<file path="config.mk">
export PLATFORM = sky130hd
export DESIGN_NAME = vedic3_dot_acc
export DESIGN_NICKNAME = d
export VERILOG_FILES = /design/src/rtl/vedic3_dot_acc.sv
export SDC_FILE = /design/constraint.sdc
export NUM_CORES = 1
export LEC_CHECK = 0
export BUFFER_PORTS_ARGS = -buffer_cell sky130_fd_sc_hd__clkbuf_2
export CAP_MARGIN = 20
export CELL_PAD_IN_SITES_DETAIL_PLACEMENT = 1
export CELL_PAD_IN_SITES_GLOBAL_PLACEMENT = 2
export CORE_UTILIZATION = 31
export DETAILED_ROUTE_END_ITERATION = 8
export GPL_TIMING_DRIVEN = 0
export PLACE_DENSITY_LB_ADDON = 0.08
export REMOVE_ABC_BUFFERS = 1
export SETUP_SLACK_MARGIN = 0.05
export SYNTH_ARGS = -nofsm -noshare
export SYNTH_HDL_FRONTEND = slang
export SYNTH_SLANG_ARGS = --single-unit
</file>
<file path="constraint.sdc">
create_clock -name clk -period 2.89 [get_ports clk]
set_clock_uncertainty 0.15 [all_clocks]
set_input_delay 0.4335 -clock clk [delete_from_list [all_inputs] [get_ports clk]]
set_output_delay 0.4335 -clock clk [all_outputs]
set_load 0.03 [all_outputs]
</file>
<file path="src/rtl/vedic3_dot_acc.sv">
// Dot-product accumulator behind the 3-bit Vedic multiplier: sums LEN products with
// saturation and presents each result over a valid/ready handshake.
module vedic3_dot_acc #(
  parameter int LEN   = 4,
  parameter int ACC_W = 8
) (
  input  logic             clk,
  input  logic             rst,
  input  logic             clr,
  input  logic             prod_valid,
  output logic             prod_ready,
  input  logic [5:0]       prod_in,
  output logic             sum_valid,
  input  logic             sum_ready,
  output logic [ACC_W-1:0] sum_out,
  output logic             sum_sat
);

  localparam int CNT_W = (LEN > 2) ? $clog2(LEN) : 1;
  localparam logic [CNT_W-1:0] CNT_LAST = CNT_W'(LEN - 1);
  localparam logic [ACC_W-1:0] ACC_MAX  = '1;

  typedef enum logic {ACCUM, HOLD} state_e;

  state_e             state_q, state_d;
  logic [ACC_W-1:0]   acc_q, acc_d;
  logic [CNT_W-1:0]   cnt_q, cnt_d;
  logic               sat_q, sat_d;
  logic [ACC_W-1:0]   sum_out_q, sum_out_d;
  logic               sum_sat_q, sum_sat_d;
  logic [ACC_W:0]     add_res;

  // Returns {saturated, value}; the value clamps to all-ones on carry out.
  function automatic logic [ACC_W:0] sat_add(input logic [ACC_W-1:0] a,
                                             input logic [5:0]       p);
    logic [ACC_W:0] s;
    s = {1'b0, a} + (ACC_W + 1)'(p);
    if (s[ACC_W]) begin
      return {1'b1, ACC_MAX};
    end
    return s;
  endfunction

  always_comb begin
    state_d    = state_q;
    acc_d      = acc_q;
    cnt_d      = cnt_q;
    sat_d      = sat_q;
    sum_out_d  = sum_out_q;
    sum_sat_d  = sum_sat_q;
    add_res    = sat_add(acc_q, prod_in);
    prod_ready = (state_q == ACCUM);
    sum_valid  = (state_q == HOLD);

    if (clr) begin
      state_d = ACCUM;
      acc_d   = '0;
      cnt_d   = '0;
      sat_d   = 1'b0;
    end else begin
      case (state_q)
        ACCUM: begin
          if (prod_valid) begin
            if (cnt_q == CNT_LAST) begin
              state_d   = HOLD;
              sum_out_d = add_res[ACC_W-1:0];
              sum_sat_d = sat_q | add_res[ACC_W];
              acc_d     = '0;
              cnt_d     = '0;
              sat_d     = 1'b0;
            end else begin
              acc_d = add_res[ACC_W-1:0];
              cnt_d = cnt_q + CNT_W'(1);
              sat_d = sat_q | add_res[ACC_W];
            end
          end
        end
        HOLD: begin
          if (sum_ready) begin
            state_d = ACCUM;
          end
        end
        default: state_d = ACCUM;
      endcase
    end
  end

  always_ff @(posedge clk) begin
    if (rst) begin
      state_q   <= ACCUM;
      acc_q     <= '0;
      cnt_q     <= '0;
      sat_q     <= 1'b0;
      sum_out_q <= '0;
      sum_sat_q <= 1'b0;
    end else begin
      state_q   <= state_d;
      acc_q     <= acc_d;
      cnt_q     <= cnt_d;
      sat_q     <= sat_d;
      sum_out_q <= sum_out_d;
      sum_sat_q <= sum_sat_d;
    end
  end

  assign sum_out = sum_out_q;
  assign sum_sat = sum_sat_q;

endmodule
</file>
==> flow_summary.ini, run 1 <==
[status]
status = finished clean

[clock_network]
postCtsHoldBufs = 0
cts_setup_buffers = 0
clkTransAtPathRegs_ns = 0.12
clock_latency_ns = 0.32
cts-buffers-inserted = 3
postCtsResizedCells = 0
cts_tree = yes
clockBufferDepth = 2
cts.sinks = 21
cts_root_buf = clkbuf_4
cts_max_level = 1

[drt]
firstDrtPassIters = 2
vias_per_cell = 4.94
drt_iter0_drc = 27
wl_per_cell_um = 13.5
drc = 0
detail-route-antenna-nets = 0
routed_wl_mm = 2.53
via_count = 929

[worst_hold_path]
whs_path_depth = 3
min_to = sum_valid
min_from = sum_ready
hp-class = primary input to flip-flop

[place]
place.gp.congestion = 0.700
dp_hpwl_mm = 1.93
dp.cells = 184
port_buffers = 21
post-place-ws_ns = 0.153

[job]
drv_cap = 0

[critical_path]
crit_fanout = 8
cp.arrival_ns = 2.48
r2r-end = sum_out[1]
required_ns = 2.91
reg2reg_from = acc_q[0]
path_class = flip-flop to flip-flop
r2r.worst_path.cells = 7
end_kind = flip-flop
startpoint_type = flip-flop
rrSetupSlack_ns = 0.42

[global_routing]
grt_usage_pct = 15.6
antenna_found_initial = 0
global_route.usage.met3_pct = 2.56
overflow = 0
grt_pass1_wl_mm = 4.07
first_global_vias = 912
grt_max_degree = 15
busiest_layer = met2
use_met2_pct = 25.9
globalRouteMet1Util_pct = 19.9

[sta]
min_period_ns = 2.47
slew_viol_final = 0
finalSetupTns_ns = 0
fmax_mhz = 405
setup_slack_ns = 0.423
hold_viol_final = 0
grt_setup_unrepaired = false
relSlewSlack_pct = 37.5
setup_violations = 0
period_share_pct = 85.3
worst_pin_slew_ns = 0.934

[power_and_ir_drop]
share_comb_of_total_power_pct = 12.4
switching_power_uw = 139
p_int_uw = 372
power_leakage_uw = 0.000513
seq_power_share_pct = 58.2
p_sw_share_pct = 27.2
p_per_area_nw_per_um2 = 418
clkPwrFrac_pct = 29.4
vdd_ir_drop_max_mv = 0.187

[floorplanning]
die_area_sq_um = 3690
core_sq_um = 3150
die_y_um = 60.7
io_pins = 22
die-width_um = 60.7
start_util_pct = 33.9
core.rowCount = 20

[synth]
syn_inst = 123
syn_avg_cell_area_sq_um = 8.69
yosys_warnings = 0
syn_area_sq_um = 1070
dominantRegCellSynth = dfxtp_1
async_flop_share_pct = 0
synth_cell_type_count = 30
ys_ff_latch = 21
yosysSeqAreaShare_pct = 39.3
synth_edf_count = 0

[finish]
final_cell_mix = dfxtp_1, clkbuf_2, nor2_1, nand2_1, a21oi_1
drive_gt1_share_pct = 18.8
diodes = 0
nNetsFinal = 164
final_cells = 188
area_growth_pct = 14.4
fillers = 407
==> stage by stage <==
stage	cell area, sq um	hold slack (ns)	util (%)	power (uW)
2_1_floorplan	1030	0.279	-	346
3_3_place_gp	1190	0.290	37.7	366
3_5_place_dp	1190	0.302	37.9	368
4_1_cts	1220	0.203	38.8	521
5_1_grt	1220	0.194	38.8	543
6_report	1220	0.217	38.8	511
==> flip-flops by register name (all words and copies together) (netlist names) <==
signal and count:
acc_q 8, sum_valid 1, sum_sat 1, sum_out 8
cnt_q 2, sat_q 1
==> worst max-delay path, cell delays in order (launching register included) <==
cell and delay, ns:
dfxtp_1 0.34, ha_1 0.21, fa_1 0.41, a21o_1 0.23, a221oi_2 0.44, nor2_1 0.26, nor2_1 0.20, a211oi_1 0.09
==> power by group through the flow <==
| stage | Sequential (uW) | Clock (uW) | Combinational [uW] |
|---|---|---|---|
| 6_report | 297 | 150 | 63.4 |
| 5_1_grt | 298 | 173 | 72.2 |
| 4_1_cts | 297 | 159 | 64.6 |
| 3_5_place_dp | 304 | 0 | 64.4 |
| 2_1_floorplan | 303 | 0 | 42.6 |
| 3_3_place_gp | 303 | 0 | 62.6 |
==> layer usage <==
layer  share of wire (%)  wire [um]
met1                  50       1270
met2                  47       1180
met3                 2.0         51
met4                 1.1         29
met5                   0          0
==> area by class of cell <==
class	count	area (sq um)	share of cell area, %
well taps	44	55.1	4.50
clock buffers	3	22.5	1.84
clock inverters	1	5.00	0.409
repair buffers	21	105	8.60
multi-input cells	96	607	49.6
inverters	2	7.51	0.614
flip-flops and latches	21	420	34.4
==> logic make-up after synthesis <==
group | Yosys count | share of synthesized area [%]
compound gates | 37 | 23.1
xor+xnor | 3 | 2.46
fa+ha+maj | 8 | 10.1
buf+inv | 6 | 4.33
flops | 21 | 39.3
simple gates | 48 | 20.7
==> how the worst max path moves through the flow <==
stage                     from         end
floorplan           prod_in[0]  sum_out[2]
global placement    prod_valid  sum_out[7]
detailed placement  prod_in[0]  sum_out[4]
CTS                   acc_q[0]  sum_out[4]
global route          acc_q[0]  sum_out[1]
finish                acc_q[0]  sum_out[1]
==> cell usage after synthesis (2+ instances only) <==
library cell  number  share of area (%)
a211oi_1           7                4.9
a21o_1             3                2.1
a21oi_1           10                4.7
buf_6              3                3.2
dfxtp_1           21                 39
ha_1               7                8.2
inv_1              2               0.70
nand2_1           13                4.6
nand2b_1           2                1.2
nor2_1            20                7.0
nor3_1             4                1.9
nor3b_1            3                2.1
o211ai_1           2                1.4
o21ai_0            7                3.3
o22a_1             3                2.5
xor2_1             2                1.6
Power figures use the tool's default switching activity.
==> inputs of run 2 (changes only) <==
--- a/config.mk
+++ b/config.mk
@@ -12,7 +12,8 @@
 export CORE_UTILIZATION = 31
 export DETAILED_ROUTE_END_ITERATION = 8
 export GPL_TIMING_DRIVEN = 0
-export PLACE_DENSITY_LB_ADDON = 0.08
+export HOLD_SLACK_MARGIN = 0.08
+export PLACE_DENSITY = 0.85
 export REMOVE_ABC_BUFFERS = 1
 export SETUP_SLACK_MARGIN = 0.05
 export SYNTH_ARGS = -nofsm -noshare
==> flow_summary.ini, run 2 (synthesis gave the netlist of run 1 again) <==
[status]
status = finished clean

[sta]
fmax_mhz = 405
relSlewSlack_pct = 42.5
hold_viol_final = 0
min_period_ns = 2.47
period_share_pct = 85.5
grt_setup_unrepaired = false
worst_pin_slew_ns = 0.858
finalSetupTns_ns = 0
slew_viol_final = 0
setup_violations = 0

[critical_path]
r2r.worst_path.cells = 7
r2r-end = sum_out[2]
reg2reg_from = acc_q[0]
required_ns = 2.89
cp.arrival_ns = 2.47
rrSetupSlack_ns = 0.42
crit_fanout = 8
max_stage_delay_ns = 0.43
crit_top_cell = nor2_1
worst-path-buf-inv = 0
path_class = flip-flop to flip-flop
cp_cell_sequence = ha_1, fa_1, a21o_1, a221oi_2, nor2_1, nor2_1, a211oi_1
end_kind = flip-flop
startpoint_type = flip-flop
slowest_stage = a221oi_2
cp_top_family = compound AO/OA/AOI/OAI gates

[clock_network]
clock_latency_ns = 0.31
postCtsHoldBufs = 0
cts_tree = yes
cts_setup_buffers = 0
cts_root_buf = clkbuf_4
clkTransAtPathRegs_ns = 0.12
clockBufferDepth = 2
cts.sinks = 21
postCtsResizedCells = 0
cts-buffers-inserted = 3
cts_max_level = 1

[place]
dp_hpwl_mm = 1.96
place.gp.congestion = 0.758
port_buffers = 21

[power_and_ir_drop]
seq_power_share_pct = 58.7
share_comb_of_total_power_pct = 12.5
p_per_area_nw_per_um2 = 415
p_sw_share_pct = 26.2
vdd_ir_drop_max_mv = 0.276
clkPwrFrac_pct = 28.8
p_int_uw = 374
power_leakage_uw = 0.000510
switching_power_uw = 133

[global_routing]
first_global_vias = 924
use_met2_pct = 28.4
grt_max_degree = 15
globalRouteMet1Util_pct = 18.6
grt_usage_pct = 15.8
antenna_found_initial = 0
global_route.usage.met3_pct = 4.48
overflow = 0
busiest_layer = met2
grt_pass1_wl_mm = 4.16

[worst_hold_path]
min_from = sum_ready
min_to = sum_valid
hp-class = primary input to flip-flop
whs_path_depth = 3

[finish]
fin_util_pct = 38.7
nNetsFinal = 164
final_cell_mix = dfxtp_1, clkbuf_2, nor2_1, nand2_1, a21oi_1
area_growth_pct = 14.3
drive_gt1_share_pct = 18.1
diodes = 0

[drt]
vias_per_cell = 5.05
firstDrtPassIters = 3
detail-route-antenna-nets = 0
drc = 0
via_count = 950
routed_wl_mm = 2.48
wl_per_cell_um = 13.2
drt_iter0_drc = 19

[floorplanning]
die_y_um = 60.7
core_sq_um = 3150
die_area_sq_um = 3690
start_util_pct = 33.9
die-width_um = 60.7
io_pins = 22
core.rowCount = 20

[job]
drv_cap = 0
-- run 2: worst max path at each step --
stage	start	endpoint	slack [ns]	depth (start not counted)
6_report	acc_q[0]	sum_out[2]	0.42	7
5_1_grt	acc_q[0]	sum_out[2]	0.22	7
4_1_cts	acc_q[0]	sum_out[2]	0.36	7
3_5_place_dp	prod_in[0]	sum_out[2]	0.15	8
3_3_place_gp	prod_in[0]	sum_out[2]	0.17	8
2_1_floorplan	prod_in[0]	sum_out[2]	0.56	7
-- run 2: area by class of cell --
class | instances | area [sq um]
fillers | 408 | 1930
multi-input cells | 96 | 607
flip-flops and latches | 21 | 420
repair buffers | 21 | 105
well taps | 44 | 55.1
clock buffers | 4 | 26.3
inverters | 2 | 7.51
-- run 2: stage by stage --
step | area [sq um] | worst slack (ns) | total power, uW | hold slack [ns] | std cells
after floorplan | 1030 | 0.557 | 346 | 0.279 | 119
after global placement | 1190 | 0.169 | 365 | 0.290 | 184
after detailed placement | 1190 | 0.153 | 368 | 0.309 | 184
after CTS | 1220 | 0.358 | 512 | 0.217 | 188
after global routing | 1220 | 0.225 | 538 | 0.198 | 188
final | 1220 | 0.419 | 506 | 0.217 | 188
-- run 2: worst register-to-register path, stage by stage, from the launching register on --
cell and delay (ns):
dfxtp_1 0.33, ha_1 0.21, fa_1 0.41, a21o_1 0.23, a221oi_2 0.43, nor2_1 0.25
nor2_1 0.20, a211oi_1 0.10
-- run 2: power by group through the flow --
stage	Combinational (uW)	Clock [uW]	Sequential [uW]
final	63.4	146	297
after CTS	64.5	150	297
after global routing	71.8	169	298
after global placement	61.5	0	304
after floorplan	42.6	0	303
after detailed placement	64.4	0	304
-- run 2: metal layers --
metal / routed length, um / up-vias / part of all wire (%)
li1: - / 487 / -
met1: 1110 / 446 / 45
met2: 1270 / 15 / 51
met3: 90 / 2 / 3.6
met4: 13 / 0 / 0.52
met5: 0 / - / 0
